$ cat src/rtl/div_pkg.sv
// Shared types and constants for the divide sequencer.
// Holds the FSM state encoding and the divide-by-zero quotient.
`timescale 1ns/1ps
package div_pkg;

    // Sequencer states, in the order a division walks through them
    typedef enum logic [1:0] {
        IDLE   = 2'd0,
        LAUNCH = 2'd1,
        WAIT   = 2'd2,
        WRITE  = 2'd3
    } div_state_t;

    // Cycles from the start pulse until the divider result is valid
    localparam int DIV_LATENCY_DEF = 32;

    // Quotient committed to LO when the divisor is zero
    localparam logic [31:0] DIV_BY_ZERO_Q = 32'hFFFF_FFFF;

endpackage

$ cat src/rtl/div_sign_fix.sv
// Conditional two's complement negation, wrapping mod 2^32.
// Turns signed operands into magnitudes and restores result signs.
`timescale 1ns/1ps
module div_sign_fix (
    input  logic [31:0] value,
    input  logic        negate,
    output logic [31:0] result
);

    // Negate when asked; -(2^31) stays 32'h80000000
    always_comb begin
        result = negate ? (32'd0 - value) : value;
    end

endmodule

$ cat src/rtl/div_sequencer.sv
// Control stage in front of the multi-cycle unsigned divider.
// Optional feature macro: DIVSEQ_EARLY_OUT_EN (trivial quotients skip the divider).
`timescale 1ns/1ps
module div_sequencer
    import div_pkg::*;
#(
    parameter int DIV_LATENCY = DIV_LATENCY_DEF,
    parameter int CNT_W       = 6
) (
    input  logic        clock,
    input  logic        reset,
    input  logic        req_valid,
    input  logic        req_signed,
    input  logic [31:0] req_a,
    input  logic [31:0] req_b,
    input  logic        rd_req,
    output logic        busy,
    output logic        stall,
    output logic        done,
    output logic [31:0] hi,
    output logic [31:0] lo,
    output logic        div_start,
    output logic [31:0] div_a,
    output logic [31:0] div_b,
    input  logic [31:0] div_q,
    input  logic [31:0] div_r
);

    div_state_t         state;
    logic [CNT_W-1:0]   cnt;
    logic               neg_q;
    logic               neg_r;
    logic               use_div;
    logic [31:0]        q_hold;
    logic [31:0]        r_hold;

    logic [31:0]        mag_a;
    logic [31:0]        mag_b;
    logic [31:0]        q_src;
    logic [31:0]        r_src;
    logic [31:0]        fix_q;
    logic [31:0]        fix_r;

    // Operand magnitudes for the unsigned divider
    div_sign_fix u_mag_a (
        .value  (req_a),
        .negate (req_signed & req_a[31]),
        .result (mag_a)
    );

    div_sign_fix u_mag_b (
        .value  (req_b),
        .negate (req_signed & req_b[31]),
        .result (mag_b)
    );

    // Result source: divider output or a value decided at accept time
    always_comb begin
        q_src = use_div ? div_q : q_hold;
        r_src = use_div ? div_r : r_hold;
    end

    // Restore result signs before commit
    div_sign_fix u_fix_q (
        .value  (q_src),
        .negate (neg_q),
        .result (fix_q)
    );

    div_sign_fix u_fix_r (
        .value  (r_src),
        .negate (neg_r),
        .result (fix_r)
    );

    // Hold the pipeline when it wants HI/LO or a new divide while busy
    always_comb begin
        stall = busy & (rd_req | req_valid);
    end

    // Sequencer FSM with registered outputs
    always_ff @(posedge clock or posedge reset) begin
        if (reset) begin
            state     <= IDLE;
            hi        <= '0;
            lo        <= '0;
            busy      <= 1'b0;
            done      <= 1'b0;
            div_start <= 1'b0;
            div_a     <= '0;
            div_b     <= '0;
            cnt       <= '0;
            neg_q     <= 1'b0;
            neg_r     <= 1'b0;
            use_div   <= 1'b0;
            q_hold    <= '0;
            r_hold    <= '0;
        end else begin
            done      <= 1'b0;
            div_start <= 1'b0;
            unique case (state)
                IDLE: begin
                    if (req_valid) begin
                        div_a   <= mag_a;
                        div_b   <= mag_b;
                        busy    <= 1'b1;
                        neg_q   <= req_signed & (req_a[31] ^ req_b[31]);
                        neg_r   <= req_signed & req_a[31];
                        use_div <= 1'b1;
                        q_hold  <= '0;
                        r_hold  <= '0;
                        if (req_b == '0) begin
                            // Raw dividend goes to HI, never negated
                            use_div <= 1'b0;
                            q_hold  <= DIV_BY_ZERO_Q;
                            r_hold  <= req_a;
                            neg_q   <= 1'b0;
                            neg_r   <= 1'b0;
                            state   <= WRITE;
                        end
`ifdef DIVSEQ_EARLY_OUT_EN
                        else if (mag_a < mag_b) begin
                            use_div <= 1'b0;
                            q_hold  <= '0;
                            r_hold  <= mag_a;
                            state   <= WRITE;
                        end else if (mag_b == 32'd1) begin
                            use_div <= 1'b0;
                            q_hold  <= mag_a;
                            r_hold  <= '0;
                            state   <= WRITE;
                        end
`endif
                        else begin
                            div_start <= 1'b1;
                            state     <= LAUNCH;
                        end
                    end
                end
                LAUNCH: begin
                    cnt   <= CNT_W'(DIV_LATENCY - 1);
                    state <= WAIT;
                end
                WAIT: begin
                    if (cnt == '0) begin
                        state <= WRITE;
                    end else begin
                        cnt <= cnt - 1'b1;
                    end
                end
                WRITE: begin
                    lo    <= fix_q;
                    hi    <= fix_r;
                    done  <= 1'b1;
                    busy  <= 1'b0;
                    state <= IDLE;
                end
                default: begin
                    state <= IDLE;
                end
            endcase
        end
    end

endmodule
$ cat config.mk
export PLATFORM = sky130hd
export DESIGN_NAME = div_sequencer
export DESIGN_NICKNAME = d
export VERILOG_FILES = /design/src/rtl/div_pkg.sv /design/src/rtl/div_sign_fix.sv /design/src/rtl/div_sequencer.sv
export SDC_FILE = /design/constraint.sdc
export NUM_CORES = 1
export LEC_CHECK = 0
export ABC_AREA = 1
export CORE_MARGIN = 3
export CORE_UTILIZATION = 40
export DETAILED_ROUTE_END_ITERATION = 16
export PLACE_DENSITY = 0.71
export SYNTH_ARGS = -nofsm -noshare
export SYNTH_HDL_FRONTEND = slang
export SYNTH_HIERARCHICAL = 1
export SYNTH_SLANG_ARGS = --single-unit
$ cat constraint.sdc
create_clock -name clock -period 15.9 [get_ports clock]
set_clock_uncertainty 0.15 [all_clocks]
set_input_delay 3.18 -clock clock [delete_from_list [all_inputs] [get_ports clock]]
set_output_delay 3.18 -clock clock [all_outputs]
set_load 0.01 [all_outputs]
==> results.md <==
- Max_cap viols: 0
- CP Launch Type: primary input
- Slew Limit Fails: 0
- Status: completed
- # setup viols final: 0
- Yosys cell types: 32
- Achievable Freq: 0.129 GHz
- Routed len/inst: 14.5 µm
- Post-Syn Area per Cell: 6.32 µm²
- RSZ-0062 raised after global routing: false
- Min cycle time layout: 7730 ps
- Clock root buffer: clkbuf_16
- Maximum vdd drop: 0.0000783 V
- Warnings, synthesis: 6
- Worst Path Max Fanout: 3
- Power Density: 167 nW/µm²
- Die X: 178 µm
- Period utilization: 0.486
- Residual DRC: 0
- Vias: 12.0k
- Final hold slack: 323 ps
- Layout cells sized above 1: 0.0530
- Clk Latency, worst-skew pair: 420 ps
- Row Count: 62
- IO Port Bufs: 264
- Hold_buf cts: 0
- CTS Sinks: 175
- # Post-CTS Setup Buffers: 0
- Dpl hpwl: 27,300 µm
- Main flop type after synthesis: dfrtp_1
- Final GP Congestion: 0.930
- Avg Vias per Cell: 4.80
- Fillers: 2,990
- Post_cts resized: 0
- CP required: 12,570 ps
- First-pass GRT wire length: 58,400 µm
- Slew @ Worst Pin: 1110 ps
- # diodes: 0
- Die area: 31,800 µm²
- Ports: 265
- Clk slew on worst S/H paths: 70 ps
- Core area: 29,000 µm²
- Relative slew slack: 0.259
- Starting Density: 0.410
- Final #Nets: 2,245
- WS Path Type: primary input to output pin
- Number of global-route vias before repair: 11.4k
- P_leak: 7.83 nW
- CP Capture Type: output pin
- Final hold violation count: 0
- Routed WL: 36,300 µm
- P&R area growth vs syn: 28.4%
- Syn nets: 2,023
- Initial DRT Pass Iterations: 7
- Antenna Violating Nets Remaining: 0
- Register area share after synthesis: 0.368
- Initial antenna violation count: 0
- Number of DRC markers in iteration 0: 934
- Largest net degree at the start of global routing: 103
- FFs w/ async S/R, synth: 1.00
- Total gr overflow: 0
- Crit path DAT: 4400 ps
- Cell Area, Synth: 11,900 µm²
- EDFF count, synth: 0
- H-tree levels: 4
- Num CTS Buffers: 17
- Synthesized instance count: 1,879
- Final setup TNS: 0 ps
- CTS tree: built
- GRT Resource Usage Total: 0.228
- Synth Register Bits: 175
- DIE HEIGHT: 178 µm
- Clock Path Buffers: 2
- Worst hold-check path type: flip-flop to flip-flop
## worst max-delay path, stage by stage
cell             delay (ps)
clkdlybuf4s50_1         550
o21a_1                  140
clkdlybuf4s50_1         520
## cells in the mapped netlist, types with 18 or more instances
cell      instances  area (µm²)
inv_1           102         383
nand3_1          92         460
nor2_1          209         785
xnor2_1          40         350
nand2_1        1022        3840
o21ai_0          38         190
nor2_2           19         119
nand2_2          18         113
buf_1            20        75.1
nor2_4           20         225
dfrtp_1         175        4380
clkbuf_1         19        71.3
## path summary, 6_finish.rpt
check | startpoint | end | slack, ps | depth (start not counted)
min in group asynchronous | reset | div_b[16]$_DFFE_PP0P_ | 3170 | 2
max in group asynchronous | reset | use_div$_DFFE_PP0P_ | 10790 | 3
hold reg to reg | hi[24]$_DFFE_PP0P_ | hi[24]$_DFFE_PP0P_ | 320 | 2
hold / removal | hi[24]$_DFFE_PP0P_ | hi[24]$_DFFE_PP0P_ | 320 | 2
setup reg to reg | use_div$_DFFE_PP0P_ | lo[28]$_DFFE_PP0P_ | 12220 | 13
setup / recovery | req_valid | stall | 8170 | 3
## stage by stage
stage	worst slack [ps]	util	std cells	total power, mW	cell area (µm²)
2_1_floorplan	7820	-	1879	1.58	11900
3_3_place_gp	8160	0.505	2466	2.10	14700
3_5_place_dp	8170	0.505	2466	2.12	14700
4_1_cts	8170	0.526	2498	2.57	15300
5_1_grt	8120	0.526	2498	2.78	15300
6_report	8170	0.526	2498	2.55	15300
## flip-flops by register name (all words and copies together), names as in the netlist
name,cells
hi,32
neg_r,1
use_div,1
div_b,32
done,1
r_hold,32
div_start,1
lo,32
busy,1
cnt,6
state,2
div_a,32
q_hold,1
neg_q,1
## layout make-up
class | count | area (µm²) | share of cell area
multi-input cells | 1530 | 6700 | 0.439
flip-flops and latches | 175 | 4380 | 0.287
repair buffers | 270 | 2690 | 0.176
well taps | 384 | 480 | 0.0315
clock buffers | 20 | 447 | 0.0293
inverters | 107 | 407 | 0.0267
clock inverters | 12 | 150 | 0.00984
## logic make-up after synthesis
group,share of synthesized area
adder cells (fa/ha/maj),0.0116
AO/OA/AOI/OAI,0.0245
flip-flops,0.368
XOR/XNOR,0.0420
AND/OR/NAND/NOR,0.485
buffers and inverters,0.0683
## placed cells by master (no fill, tap or decap), types with 2 or more instances in the layout
master,count
nand3_1,92
ha_1,10
clkbuf_16,17
clkinv_4,3
o211ai_1,4
o21ai_0,38
nand3b_1,14
dfrtp_1,174
o21ai_1,4
inv_6,4
nand3_2,8
clkinvlp_4,2
inv_1,100
bufinv_16,2
inv_2,6
clkbuf_1,2
nor2_4,20
nand2_2,18
a21oi_1,6
nor2_1,209
xor2_1,17
nor2_2,19
inv_8,2
nand2_1,1021
nor3_1,3
buf_4,6
clkdlybuf4s50_1,264
xnor2_1,40
## power breakdown
group	total, mW	switching [mW]	internal [mW]	leakage [nW]
sequential	0.717	0.104	0.612	2.23
combinational	1.39	0.810	0.581	5.32
clock	0.439	0.198	0.241	0.286
total	2.55	1.11	1.43	7.83
## routing by layer
layer | up-vias | GRT usage | wire (µm)
met4 | 0 | 0.0571 | 571
met1 | 5485 | 0.321 | 17200
met5 | - | 0 | 0
li1 | 6150 | - | -
met3 | 30 | 0.0419 | 2150
met2 | 328 | 0.363 | 16400
(Power assumes the default switching activity.)
